`src/rtl/l2_arbiter_pkg.sv`:
```
// Shared types for the L2 port arbiter: LC-3b word/line types, FSM states,
// requester sides and the conflict-resolution helper.
package l2_arbiter_pkg;

  typedef logic [15:0]  lc3b_word;
  typedef logic [127:0] lc3b_cache_line;

  typedef enum logic [1:0] {IDLE, SERVE_I, SERVE_D} l2_arb_state_t;
  typedef enum logic       {ARB_I = 1'b0, ARB_D = 1'b1} l2_arb_side_t;

  localparam int STAT_W = 16;

  // With alternation enabled the side that did not win last time takes the
  // conflict; otherwise the D-side always wins.
  function automatic l2_arb_side_t conflict_winner(input bit round_robin,
                                                   input l2_arb_side_t last_grant);
    return (round_robin && last_grant == ARB_D) ? ARB_I : ARB_D;
  endfunction

endpackage

```
`src/rtl/l2_arbiter_if.sv`:
```
// Cache line port: master issues address/data/strobes, slave returns line and
// a one-cycle completion pulse.
interface l2_arbiter_if #(
  parameter int ADDR_W = 16,
  parameter int LINE_W = 128
);
  logic [ADDR_W-1:0] address;
  logic [LINE_W-1:0] wdata;
  logic [LINE_W-1:0] rdata;
  logic              read;
  logic              write;
  logic              resp;

  modport master (output address, wdata, read, write, input  rdata, resp);
  modport slave  (input  address, wdata, read, write, output rdata, resp);
endinterface

```
`src/rtl/l2_arbiter_stats.sv`:
```
// Grant and conflict counters, wrapping at 16'hFFFF; only instantiated when
// L2_ARB_STATS_EN is defined.
module l2_arb_stats
  import l2_arbiter_pkg::*;
(
  input  logic              clk,
  input  logic              rst_n,
  input  logic              inc_i,
  input  logic              inc_d,
  input  logic              inc_conflict,
  output logic [STAT_W-1:0] stat_i_grants,
  output logic [STAT_W-1:0] stat_d_grants,
  output logic [STAT_W-1:0] stat_conflicts
);

  // NOTE: state registers use non-blocking assignments so every flop samples
  // pre-edge values regardless of the order blocks are evaluated.
  always_ff @(posedge clk or negedge rst_n) begin
    if (!rst_n) begin
      stat_i_grants  <= '0;
      stat_d_grants  <= '0;
      stat_conflicts <= '0;
    end else begin
      if (inc_i)        stat_i_grants  <= stat_i_grants  + STAT_W'(1);
      if (inc_d)        stat_d_grants  <= stat_d_grants  + STAT_W'(1);
      if (inc_conflict) stat_conflicts <= stat_conflicts + STAT_W'(1);
    end
  end

endmodule

```
`src/rtl/l2_arbiter.sv`:
```
// Arbitrates the split I/D L1 caches onto the single L2 port, one line
// transaction at a time. Define L2_ARB_STATS_EN to get grant/conflict counters.
module l2_arbiter
  import l2_arbiter_pkg::*;
#(
  parameter int ADDR_W      = 16,
  parameter int LINE_W      = 128,
  parameter int ROUND_ROBIN = 1
) (
  input  logic              clk,
  input  logic              rst_n,
  l2_arbiter_if.slave       icache,
  l2_arbiter_if.slave       dcache,
  l2_arbiter_if.master      l2,
  output logic              busy,
  output logic              grant_d,
  output logic [STAT_W-1:0] stat_i_grants,
  output logic [STAT_W-1:0] stat_d_grants,
  output logic [STAT_W-1:0] stat_conflicts
);

  l2_arb_state_t state, state_next;
  l2_arb_side_t  last_grant;
  logic          req_i, req_d;
  logic          grant_i_evt, grant_d_evt;

  assign req_i = icache.read | icache.write;
  assign req_d = dcache.read | dcache.write;

  always_ff @(posedge clk or negedge rst_n) begin
    if (!rst_n) state <= IDLE;
    else        state <= state_next;
  end

  always_comb begin
    state_next = state;
    unique case (state)
      IDLE: begin
        if (req_i && req_d)
          state_next = (conflict_winner(ROUND_ROBIN != 0, last_grant) == ARB_D) ? SERVE_D : SERVE_I;
        else if (req_d)
          state_next = SERVE_D;
        else if (req_i)
          state_next = SERVE_I;
      end
      SERVE_I, SERVE_D: if (l2.resp) state_next = IDLE;
      default:          state_next = IDLE;
    endcase
  end

  assign grant_i_evt = (state == IDLE) && (state_next == SERVE_I);
  assign grant_d_evt = (state == IDLE) && (state_next == SERVE_D);

  always_ff @(posedge clk or negedge rst_n) begin
    if (!rst_n)           last_grant <= ARB_I;
    else if (grant_d_evt) last_grant <= ARB_D;
    else if (grant_i_evt) last_grant <= ARB_I;
  end

  // NOTE: every output gets a default before the case so no path leaves a
  // signal unassigned, which would otherwise infer a latch.
  always_comb begin
    l2.address  = {ADDR_W{1'b0}};
    l2.wdata    = {LINE_W{1'b0}};
    l2.read     = 1'b0;
    l2.write    = 1'b0;
    icache.resp = 1'b0;
    dcache.resp = 1'b0;
    busy        = 1'b0;
    grant_d     = 1'b0;
    case (state)
      SERVE_I: begin
        l2.address  = icache.address;
        l2.wdata    = icache.wdata;
        l2.read     = icache.read;
        l2.write    = icache.write;
        icache.resp = l2.resp;
        busy        = 1'b1;
      end
      SERVE_D: begin
        l2.address  = dcache.address;
        l2.wdata    = dcache.wdata;
        l2.read     = dcache.read;
        l2.write    = dcache.write;
        dcache.resp = l2.resp;
        busy        = 1'b1;
        grant_d     = 1'b1;
      end
      default: ;
    endcase
  end

  // Read data is broadcast; only the granted side's resp qualifies it.
  assign icache.rdata = l2.rdata;
  assign dcache.rdata = l2.rdata;

`ifdef L2_ARB_STATS_EN
  l2_arb_stats u_stats (
    .clk            (clk),
    .rst_n          (rst_n),
    .inc_i          (grant_i_evt),
    .inc_d          (grant_d_evt),
    .inc_conflict   ((state == IDLE) && req_i && req_d),
    .stat_i_grants  (stat_i_grants),
    .stat_d_grants  (stat_d_grants),
    .stat_conflicts (stat_conflicts)
  );
`else
  assign stat_i_grants  = '0;
  assign stat_d_grants  = '0;
  assign stat_conflicts = '0;
`endif

`ifndef SYNTHESIS
  a_hold_i: assert property (@(posedge clk) disable iff (!rst_n) (state == SERVE_I) |-> req_i);
  a_hold_d: assert property (@(posedge clk) disable iff (!rst_n) (state == SERVE_D) |-> req_d);
  a_rw_i:   assert property (@(posedge clk) disable iff (!rst_n) !(icache.read && icache.write));
  a_rw_d:   assert property (@(posedge clk) disable iff (!rst_n) !(dcache.read && dcache.write));
`endif

endmodule

```
`src/flat_wrapper.sv`:
```
// flat-port wrapper written by rule: the top's interface ports become plain ports
module l2_arbiter_flat import l2_arbiter_pkg::*;
#(
  parameter int ADDR_W      = 16,
  parameter int LINE_W      = 128,
  parameter int ROUND_ROBIN = 1
)
  (clk, rst_n, busy, grant_d, stat_i_grants, stat_d_grants, stat_conflicts, icache_address, icache_wdata, icache_read, icache_write, icache_rdata, icache_resp, dcache_address, dcache_wdata, dcache_read, dcache_write, dcache_rdata, dcache_resp, l2_address, l2_wdata, l2_read, l2_write, l2_rdata, l2_resp);
  l2_arbiter_if #(.ADDR_W(ADDR_W), .LINE_W(LINE_W)) icache_i ();
  l2_arbiter_if #(.ADDR_W(ADDR_W), .LINE_W(LINE_W)) dcache_i ();
  l2_arbiter_if #(.ADDR_W(ADDR_W), .LINE_W(LINE_W)) l2_i ();
  input  logic clk;
  input  logic rst_n;
  output logic busy;
  output logic grant_d;
  output logic [STAT_W-1:0] stat_i_grants;
  output logic [STAT_W-1:0] stat_d_grants;
  output logic [STAT_W-1:0] stat_conflicts;
  input wire logic [$bits(icache_i.address)-1:0] icache_address;
  input wire logic [$bits(icache_i.wdata)-1:0] icache_wdata;
  input wire logic [$bits(icache_i.read)-1:0] icache_read;
  input wire logic [$bits(icache_i.write)-1:0] icache_write;
  output wire logic [$bits(icache_i.rdata)-1:0] icache_rdata;
  output wire logic [$bits(icache_i.resp)-1:0] icache_resp;
  input wire logic [$bits(dcache_i.address)-1:0] dcache_address;
  input wire logic [$bits(dcache_i.wdata)-1:0] dcache_wdata;
  input wire logic [$bits(dcache_i.read)-1:0] dcache_read;
  input wire logic [$bits(dcache_i.write)-1:0] dcache_write;
  output wire logic [$bits(dcache_i.rdata)-1:0] dcache_rdata;
  output wire logic [$bits(dcache_i.resp)-1:0] dcache_resp;
  output wire logic [$bits(l2_i.address)-1:0] l2_address;
  output wire logic [$bits(l2_i.wdata)-1:0] l2_wdata;
  output wire logic [$bits(l2_i.read)-1:0] l2_read;
  output wire logic [$bits(l2_i.write)-1:0] l2_write;
  input wire logic [$bits(l2_i.rdata)-1:0] l2_rdata;
  input wire logic [$bits(l2_i.resp)-1:0] l2_resp;
  assign icache_i.address = icache_address;
  assign icache_i.wdata = icache_wdata;
  assign icache_i.read = icache_read;
  assign icache_i.write = icache_write;
  assign icache_rdata = icache_i.rdata;
  assign icache_resp = icache_i.resp;
  assign dcache_i.address = dcache_address;
  assign dcache_i.wdata = dcache_wdata;
  assign dcache_i.read = dcache_read;
  assign dcache_i.write = dcache_write;
  assign dcache_rdata = dcache_i.rdata;
  assign dcache_resp = dcache_i.resp;
  assign l2_address = l2_i.address;
  assign l2_wdata = l2_i.wdata;
  assign l2_read = l2_i.read;
  assign l2_write = l2_i.write;
  assign l2_i.rdata = l2_rdata;
  assign l2_i.resp = l2_resp;
  l2_arbiter #(.ADDR_W(ADDR_W), .LINE_W(LINE_W), .ROUND_ROBIN(ROUND_ROBIN)) u_core (.clk(clk), .rst_n(rst_n), .icache(icache_i), .dcache(dcache_i), .l2(l2_i), .busy(busy), .grant_d(grant_d), .stat_i_grants(stat_i_grants), .stat_d_grants(stat_d_grants), .stat_conflicts(stat_conflicts));
endmodule
```
`config.mk`:
```
export PLATFORM = sky130hd
export DESIGN_NAME = l2_arbiter_flat
export DESIGN_NICKNAME = d
export VERILOG_FILES = /design/src/rtl/l2_arbiter_pkg.sv /design/src/rtl/l2_arbiter_if.sv /design/src/rtl/l2_arbiter_stats.sv /design/src/rtl/l2_arbiter.sv /design/src/flat_wrapper.sv
export SDC_FILE = /design/constraint.sdc
export NUM_CORES = 1
export LEC_CHECK = 0
export BUFFER_PORTS_ARGS = -buffer_cell sky130_fd_sc_hd__buf_2
export CAP_MARGIN = 40
export CORE_AREA = 2 2 338 340
export CTS_CLUSTER_SIZE = 8
export DETAILED_ROUTE_END_ITERATION = 12
export DIE_AREA = 0 0 340 342
export PLACE_DENSITY_LB_ADDON = 0.3
export SLEW_MARGIN = 15
export SYNTH_ARGS = -nofsm -noshare
export SYNTH_HDL_FRONTEND = slang
export SYNTH_HIERARCHICAL = 1
export SYNTH_SLANG_ARGS = --single-unit
```
`constraint.sdc`:
```
create_clock -name clk -period 1.74 [get_ports clk]
set_clock_uncertainty 0.2 [all_clocks]
set_input_delay 0.348 -clock clk [delete_from_list [all_inputs] [get_ports clk]]
set_output_delay 0.348 -clock clk [all_outputs]
set_load 0.005 [all_outputs]
```
After elaboration in Yosys (flattened, before gate mapping)
Index checks and enable logic that the tools add are counted.
- equality and inequality tests: 4
- multiplexer cells: 16
- bitwise operators: 2
- reductions and logical operators: 6
- operators by type and width (operator ; count):
    one-hot mux 128 bit (2 select lines) ; 1
    one-hot mux 16 bit (2 select lines) ; 1
    two-way mux 2 bit ; 5
    two-way mux 1 bit ; 6
    equality test 2 x 1 -> 1 bit (second input constant) ; 2
    equality test 2 bit (second input constant) ; 2
    one-hot mux 1 bit (2 select lines) ; 2
    one-hot mux 2 bit (2 select lines) ; 1
    logical AND 1 bit ; 3
    zero test 2 bit ; 1
    OR 1 bit ; 2
    nonzero test 2 bit ; 1
    OR reduction 2 bit ; 1
- bits in registers: 3
- input bits: 423
- output and inout port bits: 454
- word-level logic and storage cells: 30

Depth between registers and ports, before layout
- depth in word-level cells: 9
- mapped depth: 6
- depth with buffers taken out: 6

Worst setup path after synthesis
OpenSTA, ideal clock, no wires.
- path type: register -> output
- start: reg u_core.state[1]
- end: out l2_wdata[100]
- arrival: 1.390 ns
- data required time: 1.192 ns
- setup slack: -0.198 ns
- stages on the path, launching flop included: 6
- buffers on the path: 2
- cell sequence: dfrtp_1 inv_1 ha_1 clkbuf_1 clkbuf_1 nor2b_1
- word-level cells in the longest chain between the ends: 2
- elaborated cells between the ends (all ways): 3
- those cells by class: 2 x eq/ne; 1 x mux
- ends and longest elaborated chain (what ; line ; RTL):
    from (decl) ; l2_arbiter.sv:22 ; l2_arb_state_t state, state_next;
    from (signal assigned) ; l2_arbiter.sv:32 ; else state <= state_next;
    equality test 2 bit / equality test 2 x 1 -> 1 bit (equally long branches) ; l2_arbiter.sv:71 ; case (state)
    one-hot mux 128 bit (2 select lines) (*) ; l2_arbiter.sv:71 ;
    to (decl) ; flat_wrapper.sv:32 ; output wire logic [$bits(l2_i.wdata)-1:0] l2_wdata;
Mark *: on every way between the ends. The rest lies on a longest branch, timed or not.

Worst setup path after layout
- start: reg u_core.state[0]
- end: out l2_wdata[64]
The elaborated chain is that of the path after synthesis.

==> impl_metrics.tcl <==
set metrics [dict create \
    status "complete, but fails checks" \
    violations "setup timing" \
    syn2layout_area_growth_pct 110.3 \
    crit_chain "inv_4 -> ha_4 -> buf_12 -> buf_12 -> a22oi_2 -> nor2b_1 -> buf_2" \
    drc 0 \
    root_buffer "clkbuf_16" \
    rsz0062_at_grt "true" \
    worst_path_most_repeated_cell "buf_12" \
    finalCriticalPeriod_ps 2435 \
    drive_above_1_share 0.8339 \
    post-place-ws_ps -761.4 \
    async_reset_ff_frac 1.000 \
    synth_warnings 6 \
    avgSynthCellArea_um2 7.091 \
    dieHeight_um 342 \
    power_mw 17.42 \
    powerDensity_nw_per_um2 1741 \
    num_io_pins 877 \
    setup_ws_ps -695.4 \
    gr-total-overflow 0 \
    via_per_inst 2.392 \
    gp_congestion 0.7272 \
    path_class "reg2out" \
    period_share 1.400 \
    drt_first_pass_iters 4 \
    grt_pass1_wl_um 69970 \
    crit_slowest_cell "dfrtp_2" \
    die_area_um2 116300 \
    grt_pass1_vias 5781 \
    maxSlewHeadroom 0.6190 \
    final_nets 1337 \
    start_util 0.04207 \
    synth_cell_types 24 \
    die_w_um 340 \
    track_usage 0.09502 \
    route.top_layer_used "met5" \
    cp-start-kind "flop" \
    wl_per_cell_um 25.30 \
    numCtsBuffers 3 \
    antenna_found_initial 26 \
    reg2reg_slack_ps -530 \
    drtAntennaViolNets 0 \
    grt_max_degree 22 \
    hold_violations 0 \
    cts_buffer_depth 2 \
    crit_fanout 19 \
    end_kind "output pin" \
    synth_flop_cell "dfrtp_1" \
    portBuffers 444 \
    fin_tns_setup_ps -87130 \
    routed_wl_um 61370 \
    yosysSeqAreaShare 0.01578 \
    cts_num_sinks 3 \
    slew_viol_final 0 \
    fin_cells 2426 \
    cts_tree "built" \
    clk_latency_ps 220 \
    fmax_mhz 410.6 \
    dp_cells 2364 \
    synthCells 671 \
    htree_levels 1 \
    hold_path_class "reg2reg" \
    setup_viol 153 \
    netlist_area_um2 4758 \
    arrival_ps 1890 \
    postSynthRegisterBits 3 \
    rows 124 \
    place_area_um2 7248 \
    path_clk_slew_ps 30 \
    core_um2 113100 \
    ir_drop_mv 0.7670 \
    leakage_nw 3.906 \
    cp_slowest_stage_delay_ps 410 \
    maxCapViolCount 0 \
    required_ps 1190 \
    tightest_slew_ps 566.2 \
    wl_met2_um 28280 \
    wl_met3_um 8734 \
    wl_met1_um 22480 \
    drt-initial-drc-count 136 \
    dr_total_vias 5803 \
    final_area_um2 10010 \
    synth_edf_count 0 \
    hpwlAfterDp_um 49850 \
]
final timing paths:
check	cells after the start	to	from
max in group asynchronous	2	u_core/state[0]	rst_n
worst min register to register	1	u_core/last_grant	u_core/last_grant
worst min-delay path	1	u_core/last_grant	u_core/last_grant
worst max register to register	9	u_core/last_grant	u_core/state[1]
min in group asynchronous	2	u_core/last_grant	rst_n
worst max-delay path	7	l2_wdata[64]	u_core/state[0]
layout by cell type, fill, tap and decap left out, drive strengths merged:
cell	netlist	layout
a21oi	1	1
a221oi	1	1
a22oi	146	146
and2	2	2
buf	333	529
clkbuf	19	13
conb	1	48
dfrtp	3	3
diode	0	5
dlygate4sd3	0	1
ha	4	4
inv	3	3
nand3b	1	1
nor2	1	1
nor2b	147	147
nor3	1	1
nor3b	1	1
nor4	1	1
o21a	1	1
o21bai	1	1
o22a	1	1
o311ai	1	1
o31a	1	1
or3	1	1
sequential cells by signal, indices dropped and copies added, names as in the netlist:
signal	flops
u_core/last_grant	1
u_core/state	2
power by group:
group / total [mW] / internal (mW) / switching [mW]
Clock: 0.364 / 0.302 / 0.0620
Combinational: 16.9 / 8.82 / 8.09
Sequential: 0.149 / 0.106 / 0.0431
final cells by class:
cell class	count	area, µm²
multi-input cells	360	3592
clock buffers	4	78.83
well taps	1512	1892
fillers	13270	103100
flip-flops and latches	3	76.32
repair buffers	539	4343
inverters	3	13.76
diodes	5	12.51
synth_stat cells, drive strengths merged, types with 2 or more instances:
cell type | number | area, µm²
nor2b | 147 | 919.6
and2 | 2 | 12.51
dfrtp | 3 | 75.07
inv | 3 | 11.26
buf | 333 | 2427
a22oi | 146 | 1096
ha | 4 | 50.05
clkbuf | 19 | 71.32
timing repair:
action                     in CTS  in global routing
setup endpoints to repair     152                153
setup buffers                  24                 11
hold endpoints to repair        3                  0
hold buffers                    1                  0
cloned                         15                 10
pin swaps                      55                 20
resized for setup             297                139
through the flow:
step | util | hold slack (ps)
CTS | 0.08114 | 327.9
global placement | 0.06395 | -49.68
finish | 0.08849 | 330.2
global route | 0.08844 | 355.2
detailed placement | 0.06408 | -49.69
floorplan | - | -147.6
routing by layer:
metal,vias up,GRT usage
met4,32,0.01576
met2,626,0.1572
met3,100,0.06070
met5,-,0.01552
li1,2424,-
met1,2621,0.1020
kinds of logic (layout without fill, tap and decap cells):
family	count (synthesis)	in the layout	share of synthesized area
adder cells (fa/ha/maj)	4	4	0.01052
other	1	53	0.0007881
flip-flops	3	3	0.01578
buffers and inverters	355	546	0.5275
AND/OR/NAND/NOR	155	155	0.2035
AO/OA/AOI/OAI	153	153	0.2419
critical path, delay by kind of cell (launching register included):
family	cells	cell delay, ps
and+or+nand+nor	1	100
adders and majority gates	1	190
DFF	1	410
buffers and inverters	4	530
AOI/OAI and AO/OA	1	390
Power figures use the tool's default switching activity.
